## config.mk

```make
export PLATFORM = sky130hd
export DESIGN_NAME = branch_resolve_unit_flat
export DESIGN_NICKNAME = d
export VERILOG_FILES = /design/src/rtl/core_br_pkg.sv /design/src/rtl/branch_resolve_unit_if.sv /design/src/rtl/br_operand_mux.sv /design/src/rtl/branch_resolve_unit.sv /design/src/flat_wrapper.sv
export SDC_FILE = /design/constraint.sdc
export NUM_CORES = 1
export LEC_CHECK = 0
export BUFFER_PORTS_ARGS = -buffer_cell sky130_fd_sc_hd__buf_2
export CAP_MARGIN = 20
export CELL_PAD_IN_SITES_DETAIL_PLACEMENT = 1
export CELL_PAD_IN_SITES_GLOBAL_PLACEMENT = 1
export CORE_MARGIN = 8
export CORE_UTILIZATION = 37
export DETAILED_ROUTE_END_ITERATION = 8
export GPL_TIMING_DRIVEN = 0
export PLACE_DENSITY_LB_ADDON = 0.2
export SKIP_CTS_REPAIR_TIMING = 1
export SKIP_LAST_GASP = 1
export SLEW_MARGIN = 0
export SYNTH_ARGS = -nofsm -noshare
export SYNTH_HDL_FRONTEND = slang
export SYNTH_SLANG_ARGS = --single-unit
```

## constraint.sdc

```tcl
create_clock -name CLK -period 5.2 [get_ports CLK]
set_input_delay 0 -clock CLK [delete_from_list [all_inputs] [get_ports CLK]]
set_output_delay 0 -clock CLK [all_outputs]
set_load 0.02 [all_outputs]
```

## src/rtl/core_br_pkg.sv

```systemverilog
`default_nettype none
// core_br_pkg: branch funct3 encodings and the shared branch-condition decode.
// Revision: 1.0
package core_br_pkg;

  localparam int XLEN_DEFAULT = 32;

  localparam logic [2:0] BR_BEQ  = 3'b000;
  localparam logic [2:0] BR_BNE  = 3'b001;
  localparam logic [2:0] BR_BLT  = 3'b100;
  localparam logic [2:0] BR_BGE  = 3'b101;
  localparam logic [2:0] BR_BLTU = 3'b110;
  localparam logic [2:0] BR_BGEU = 3'b111;

  // Returns {taken, illegal}; lt must already reflect the signedness funct3[1] selects.
  function automatic logic [1:0] br_cond(input logic [2:0] funct3,
                                         input logic       eq,
                                         input logic       lt);
    logic [1:0] res;
    res = 2'b01;
    case (funct3)
      BR_BEQ:           res = {eq, 1'b0};
      BR_BNE:           res = {~eq, 1'b0};
      BR_BLT, BR_BLTU:  res = {lt, 1'b0};
      BR_BGE, BR_BGEU:  res = {~lt, 1'b0};
      default:          res = 2'b01;
    endcase
    return res;
  endfunction

endpackage
`default_nettype wire

```

## src/rtl/branch_resolve_unit_if.sv

```systemverilog
`default_nettype none
// branch_resolve_unit_if: issue-side inputs and resolved-branch outputs of the branch stage.
// Revision: 1.0
interface branch_resolve_unit_if #(
  parameter int XLEN  = 32,
  parameter int NFWD  = 2,
  parameter int CNT_W = 16
);
  localparam int SELW = $clog2(NFWD + 1);

  logic                 in_valid;
  logic                 stall;
  logic                 flush;
  logic                 clr_cnt;
  logic [2:0]           funct3;
  logic                 pred_taken;
  logic [XLEN-1:0]      pc;
  logic [XLEN-1:0]      imm;
  logic [SELW-1:0]      fwd_sel_a;
  logic [SELW-1:0]      fwd_sel_b;
  logic [XLEN-1:0]      rf_rd1;
  logic [XLEN-1:0]      rf_rd2;
  logic [NFWD*XLEN-1:0] fwd_data;

  logic                 out_valid;
  logic                 br_eq;
  logic                 br_lt;
  logic                 br_taken;
  logic                 illegal;
  logic                 mispredict;
  logic [XLEN-1:0]      redirect_pc;
  logic [CNT_W-1:0]     branch_cnt;
  logic [CNT_W-1:0]     mispredict_cnt;

  modport master (
    output in_valid, stall, flush, clr_cnt, funct3, pred_taken, pc, imm,
           fwd_sel_a, fwd_sel_b, rf_rd1, rf_rd2, fwd_data,
    input  out_valid, br_eq, br_lt, br_taken, illegal, mispredict, redirect_pc,
           branch_cnt, mispredict_cnt
  );

  modport slave (
    input  in_valid, stall, flush, clr_cnt, funct3, pred_taken, pc, imm,
           fwd_sel_a, fwd_sel_b, rf_rd1, rf_rd2, fwd_data,
    output out_valid, br_eq, br_lt, br_taken, illegal, mispredict, redirect_pc,
           branch_cnt, mispredict_cnt
  );

endinterface
`default_nettype wire

```

## src/rtl/br_operand_mux.sv

```systemverilog
`default_nettype none
// br_operand_mux: picks a branch operand from the register file or a forwarding slice.
// Revision: 1.0
module br_operand_mux #(
  parameter  int XLEN = 32,
  parameter  int NFWD = 2,
  localparam int SELW = $clog2(NFWD + 1)
) (
  input  wire logic [SELW-1:0]      sel,
  input  wire logic [XLEN-1:0]      rf_data,
  input  wire logic [NFWD*XLEN-1:0] fwd_data,
  output logic      [XLEN-1:0]      operand
);

  // Unused select codes above NFWD fall back to the register file value.
  always_comb begin
    operand = rf_data;
    for (int k = 1; k <= NFWD; k++) begin
      if (sel == SELW'(k)) begin
        operand = fwd_data[(k-1)*XLEN +: XLEN];
      end
    end
  end

endmodule
`default_nettype wire

```

## src/rtl/branch_resolve_unit.sv

```systemverilog
`default_nettype none
// branch_resolve_unit: registered branch compare, target, mispredict flag and statistics.
// Revision: 1.0
module branch_resolve_unit
  import core_br_pkg::*;
#(
  parameter int XLEN  = XLEN_DEFAULT,
  parameter int NFWD  = 2,
  parameter int CNT_W = 16
) (
  input  wire logic            CLK,
  input  wire logic            RSTn,
  branch_resolve_unit_if.slave bus
);

  localparam logic [CNT_W-1:0] CNT_MAX = '1;

  logic [XLEN-1:0]  op_a;
  logic [XLEN-1:0]  op_b;
  logic             cmp_eq;
  logic             cmp_lt;
  logic             cond_taken;
  logic             cond_illegal;
  logic             cond_mispredict;
  logic [XLEN-1:0]  target;
  logic             load;

  logic             out_valid_q;
  logic             br_eq_q;
  logic             br_lt_q;
  logic             br_taken_q;
  logic             illegal_q;
  logic             mispredict_q;
  logic [XLEN-1:0]  redirect_pc_q;
  logic [CNT_W-1:0] branch_cnt_q;
  logic [CNT_W-1:0] mispredict_cnt_q;

  br_operand_mux #(.XLEN(XLEN), .NFWD(NFWD)) u_mux_a (
    .sel      (bus.fwd_sel_a),
    .rf_data  (bus.rf_rd1),
    .fwd_data (bus.fwd_data),
    .operand  (op_a)
  );

  br_operand_mux #(.XLEN(XLEN), .NFWD(NFWD)) u_mux_b (
    .sel      (bus.fwd_sel_b),
    .rf_data  (bus.rf_rd2),
    .fwd_data (bus.fwd_data),
    .operand  (op_b)
  );

  assign cmp_eq = (op_a == op_b);
  assign cmp_lt = bus.funct3[1] ? (op_a < op_b) : ($signed(op_a) < $signed(op_b));
  assign {cond_taken, cond_illegal} = br_cond(bus.funct3, cmp_eq, cmp_lt);
  assign cond_mispredict = ~cond_illegal & (cond_taken ^ bus.pred_taken);
  assign target = cond_taken ? (bus.pc + bus.imm) : (bus.pc + XLEN'(4));
  assign load   = bus.in_valid & ~bus.stall & ~bus.flush;

  // Flush only drops valid; the data fields keep their last loaded values.
  always_ff @(posedge CLK) begin
    if (!RSTn) begin
      out_valid_q   <= 1'b0;
      br_eq_q       <= 1'b0;
      br_lt_q       <= 1'b0;
      br_taken_q    <= 1'b0;
      illegal_q     <= 1'b0;
      mispredict_q  <= 1'b0;
      redirect_pc_q <= '0;
    end else if (bus.flush) begin
      out_valid_q <= 1'b0;
    end else if (!bus.stall) begin
      out_valid_q <= bus.in_valid;
      if (bus.in_valid) begin
        br_eq_q       <= cmp_eq;
        br_lt_q       <= cmp_lt;
        br_taken_q    <= cond_taken;
        illegal_q     <= cond_illegal;
        mispredict_q  <= cond_mispredict;
        redirect_pc_q <= target;
      end
    end
  end

  always_ff @(posedge CLK) begin
    if (!RSTn || bus.clr_cnt) begin
      branch_cnt_q     <= '0;
      mispredict_cnt_q <= '0;
    end else if (load && !cond_illegal) begin
      if (branch_cnt_q != CNT_MAX) begin
        branch_cnt_q <= branch_cnt_q + CNT_W'(1);
      end
      if (cond_mispredict && (mispredict_cnt_q != CNT_MAX)) begin
        mispredict_cnt_q <= mispredict_cnt_q + CNT_W'(1);
      end
    end
  end

  assign bus.out_valid      = out_valid_q;
  assign bus.br_eq          = br_eq_q;
  assign bus.br_lt          = br_lt_q;
  assign bus.br_taken       = br_taken_q;
  assign bus.illegal        = illegal_q;
  assign bus.mispredict     = out_valid_q & mispredict_q;
  assign bus.redirect_pc    = redirect_pc_q;
  assign bus.branch_cnt     = branch_cnt_q;
  assign bus.mispredict_cnt = mispredict_cnt_q;

endmodule
`default_nettype wire

```

## src/flat_wrapper.sv

```systemverilog
// flat-port wrapper written by rule: the top's interface ports become plain ports
module branch_resolve_unit_flat import core_br_pkg::*;
#(
  parameter int XLEN  = XLEN_DEFAULT,
  parameter int NFWD  = 2,
  parameter int CNT_W = 16
)
  (CLK, RSTn, bus_in_valid, bus_stall, bus_flush, bus_clr_cnt, bus_funct3, bus_pred_taken, bus_pc, bus_imm, bus_fwd_sel_a, bus_fwd_sel_b, bus_rf_rd1, bus_rf_rd2, bus_fwd_data, bus_out_valid, bus_br_eq, bus_br_lt, bus_br_taken, bus_illegal, bus_mispredict, bus_redirect_pc, bus_branch_cnt, bus_mispredict_cnt);
  branch_resolve_unit_if #(.XLEN(XLEN), .NFWD(NFWD), .CNT_W(CNT_W)) bus_i ();
  input  wire logic CLK;
  input  wire logic RSTn;
  input wire logic [$bits(bus_i.in_valid)-1:0] bus_in_valid;
  input wire logic [$bits(bus_i.stall)-1:0] bus_stall;
  input wire logic [$bits(bus_i.flush)-1:0] bus_flush;
  input wire logic [$bits(bus_i.clr_cnt)-1:0] bus_clr_cnt;
  input wire logic [$bits(bus_i.funct3)-1:0] bus_funct3;
  input wire logic [$bits(bus_i.pred_taken)-1:0] bus_pred_taken;
  input wire logic [$bits(bus_i.pc)-1:0] bus_pc;
  input wire logic [$bits(bus_i.imm)-1:0] bus_imm;
  input wire logic [$bits(bus_i.fwd_sel_a)-1:0] bus_fwd_sel_a;
  input wire logic [$bits(bus_i.fwd_sel_b)-1:0] bus_fwd_sel_b;
  input wire logic [$bits(bus_i.rf_rd1)-1:0] bus_rf_rd1;
  input wire logic [$bits(bus_i.rf_rd2)-1:0] bus_rf_rd2;
  input wire logic [$bits(bus_i.fwd_data)-1:0] bus_fwd_data;
  output wire logic [$bits(bus_i.out_valid)-1:0] bus_out_valid;
  output wire logic [$bits(bus_i.br_eq)-1:0] bus_br_eq;
  output wire logic [$bits(bus_i.br_lt)-1:0] bus_br_lt;
  output wire logic [$bits(bus_i.br_taken)-1:0] bus_br_taken;
  output wire logic [$bits(bus_i.illegal)-1:0] bus_illegal;
  output wire logic [$bits(bus_i.mispredict)-1:0] bus_mispredict;
  output wire logic [$bits(bus_i.redirect_pc)-1:0] bus_redirect_pc;
  output wire logic [$bits(bus_i.branch_cnt)-1:0] bus_branch_cnt;
  output wire logic [$bits(bus_i.mispredict_cnt)-1:0] bus_mispredict_cnt;
  assign bus_i.in_valid = bus_in_valid;
  assign bus_i.stall = bus_stall;
  assign bus_i.flush = bus_flush;
  assign bus_i.clr_cnt = bus_clr_cnt;
  assign bus_i.funct3 = bus_funct3;
  assign bus_i.pred_taken = bus_pred_taken;
  assign bus_i.pc = bus_pc;
  assign bus_i.imm = bus_imm;
  assign bus_i.fwd_sel_a = bus_fwd_sel_a;
  assign bus_i.fwd_sel_b = bus_fwd_sel_b;
  assign bus_i.rf_rd1 = bus_rf_rd1;
  assign bus_i.rf_rd2 = bus_rf_rd2;
  assign bus_i.fwd_data = bus_fwd_data;
  assign bus_out_valid = bus_i.out_valid;
  assign bus_br_eq = bus_i.br_eq;
  assign bus_br_lt = bus_i.br_lt;
  assign bus_br_taken = bus_i.br_taken;
  assign bus_illegal = bus_i.illegal;
  assign bus_mispredict = bus_i.mispredict;
  assign bus_redirect_pc = bus_i.redirect_pc;
  assign bus_branch_cnt = bus_i.branch_cnt;
  assign bus_mispredict_cnt = bus_i.mispredict_cnt;
  branch_resolve_unit #(.XLEN(XLEN), .NFWD(NFWD), .CNT_W(CNT_W)) u_core (.CLK(CLK), .RSTn(RSTn), .bus(bus_i));
endmodule
```

==> metrics.yaml <==
status: "finished, violations left"
violations: "hold timing"
hold_ws_ps: -4.349
syn_area_um2: 8046
design.die.area_um2: 26720
layout_worst_path_cycle_share_pct: 94.76
via_per_inst: 5.662
core_area_um2: 21550
ios: 276
use_met2_pct: 43.33
clk_latency_ps: 350
ys_seq_area_share_pct: 17.42
skew_ps: 7.085
crit_arrival_ps: 5200
netlist_instances: 1064
synth_compound_area_share_pct: 25.94
fin_ws_ps: 272.6
cts.sinks: 70
synthTopCellsByArea: "dfxtp_1, ha_1, mux2i_1"
die_h_um: 163.5
remaining_drc_errors: 0
final.min_clock_period_ps: 4927
synth_cell_types: 61
gp_congestion: 0.9124
avgSynthCellArea_um2: 7.562
synth_flop_cell: "dfxtp_1"
path_buf_inv: 5
placed_cell_area_um2: 9758
yosys.area.top_type_share_pct: 17.42
worstRegToRegCells: 9
stdcell_count: 1644
io_buffers: 272
crit_family: "buffers and inverters"
place_hpwl_um: 27240
synth_common_cells: "nand2_1, a21oi_1, o21ai_0"
critical_path.max_stage_delay_ps: 670
synth_xor_area_share_pct: 6.966
floorplan.initialDensity_pct: 37.33
cp_data_required_time_ps: 5470
synth_fp_nets: 1337
fillerInstances: 2852
drive_above_1_share_pct: 25.33
crit_cells: 17
wl_um: 33800
maxSlewViolCount: 0
grt_pass1_wl_um: 51750
dp.cells: 1616
synth_adder_area_share_pct: 10.51
cpMaxStageDelayCell: "clkbuf_1"
overflow: 0
wire_per_inst_um: 20.56
cts_tree: "built"
p_total_mw: 2.062
htreeDepth: 3
leakage_nw: 4.613
fin_util_pct: 46.95
grt_pass1_vias: 9626
grt_max_degree: 12
hold_violations: 1
clk_pin_slew_worst_paths_ps: 60
path_class: "in -> reg"
cts_buffers: 9
firstDrtPassIters: 5
ys_warn_count: 0
die_w_um: 163.5
critPathCaptureType: "register"
final_nets: 1622
grt_util_met3_pct: 3.780
cts_buffer_depth: 2
yosysTopAreaCell: "dfxtp_1"
tns_ps: 0
route.vias.total: 9309
clock-root-buffer: "clkbuf_16"
rows: 54
grt.total_usage_pct: 24.16
ant_nets: 0
cp-start-kind: "input port"
dr.first_iter.drc_count: 455
cp_max_fo: 10
place_ws_ps: -94.77
synthMuxAreaShare_pct: 13.31
synth_simple_gate_area_share_pct: 22.14
tightest_slew_ps: 938.4
ys_seq_elements: 70
area_growth_pct: 25.77
drv_cap: 0
holdPathStages: 3
p_per_area_nw_per_um2: 203.8
met1_usage_pct: 28.90
vdd_drop_max_mv: 0.1449
synth_most_common_cell: "nand2_1"
hp-class: "in -> reg"
grt_busiest_layer: "met2"
postLayoutCellArea_um2: 10120
setup-violations-final: 0
async_flop_share_pct: 0
fmax_mhz: 202.9
antenna_found_initial: 9
relSlewSlack_pct: 36.62
path_cells: "buf_2 > buf_1 > clkbuf_1 > mux2i_1 > a21oi_1 > ha_1 > nand4_1 > nor4_2 > and4_4 > o311ai_2 > a2111oi_2 > nor4_4 > nand2_1 > buf_2 > buf_1 > o2111ai_1 > a21boi_0"
synth_edf_count: 0
synth_top_family_by_area: "compound AO/OA/AOI/OAI gates"
sequential cells by signal, summed over array words and instances (netlist names):
| name | cells |
|---|---|
| u_core.bus.br_taken | 1 |
| u_core.bus.illegal | 1 |
| u_core.mispredict_q | 1 |
| u_core.bus.mispredict_cnt | 16 |
| u_core.bus.redirect_pc | 32 |
| u_core.bus.out_valid | 1 |
| u_core.bus.br_lt | 1 |
| u_core.bus.br_eq | 1 |
| u_core.bus.branch_cnt | 16 |
power by group:
| part | internal, mW | total, mW | switching [mW] | leakage (nW) |
|---|---|---|---|---|
| Sequential | 0.552 | 0.561 | 0.00881 | 0.567 |
| Combinational | 0.337 | 0.814 | 0.477 | 3.89 |
| Clock | 0.432 | 0.688 | 0.256 | 0.157 |
| Total | 1.32 | 2.06 | 0.741 | 4.61 |
cells by family (layout without fill, tap and decap cells):
family                   count (synthesis)  count (layout)
flip-flops                              70              70
multiplexers                           103             103
AO/OA/AOI/OAI                          331             331
adder cells (fa/ha/maj)                 67              67
XOR/XNOR                                64              64
buffers and inverters                   77             367
AND/OR/NAND/NOR                        352             352
other                                    0              10
worst paths after layout:
check	from	end	slack, ps
worst min-delay path	bus_in_valid	u_core.bus.out_valid	-4
worst min register to register	u_core.bus.redirect_pc[10]	u_core.bus.redirect_pc[10]	480
worst max-delay path	bus_fwd_sel_a[0]	u_core.bus.redirect_pc[5]	270
worst max register to register	u_core.bus.mispredict_cnt[6]	u_core.bus.mispredict_cnt[9]	2740
cell type report:
cell class / count / area (µm²) / share of cell area, %
inverter: 17 / 63.81 / 0.6306
sequential: 70 / 1401 / 13.85
multi-input combinational: 917 / 6346 / 62.71
antenna: 10 / 25.02 / 0.2473
buffer: 60 / 235.2 / 2.324
timing repair buffer: 274 / 1381 / 13.65
tap: 280 / 350.3 / 3.462
clock buffer: 12 / 246.5 / 2.436
clock inverter: 4 / 70.07 / 0.6924
worst register-to-register path, cell delays in order (launching register included):
cell,delay [ps]
dfxtp_1,410
and3_1,250
and3_1,270
nand3_1,170
or3_1,470
nand2_1,160
a21oi_1,80
buf_2,210
a31o_2,250
a21oi_1,120
per-layer routing:
| metal | vias up | wire (µm) |
|---|---|---|
| li1 | 4512 | - |
| met1 | 4492 | 14340 |
| met2 | 270 | 16840 |
| met3 | 35 | 1986 |
| met4 | 0 | 644 |
| met5 | - | 0 |
cells in the final DEF (no fill, tap or decap), types with 3 or more instances in the layout:
cell type,instances
buf_2,274
nand2_1,104
a21oi_1,103
o21ai_0,80
mux2i_1,71
dfxtp_1,70
ha_1,66
nor2_1,65
clkbuf_1,49
a211oi_1,47
nor2b_1,43
nand3_1,41
xnor2_1,38
mux2_2,32
a21o_1,32
xor2_1,26
nand4_1,24
inv_1,17
and3_1,17
o21a_1,12
o211ai_1,11
diode_2,10
buf_1,10
nand2b_1,9
clkbuf_16,9
o211a_1,7
or2_2,7
or3_1,7
nor3_1,7
a31o_2,7
and2_1,6
o31ai_1,6
a21boi_0,4
nor3b_1,3
nand4b_1,3
or4_1,3
Power figures use the tool's default switching activity.
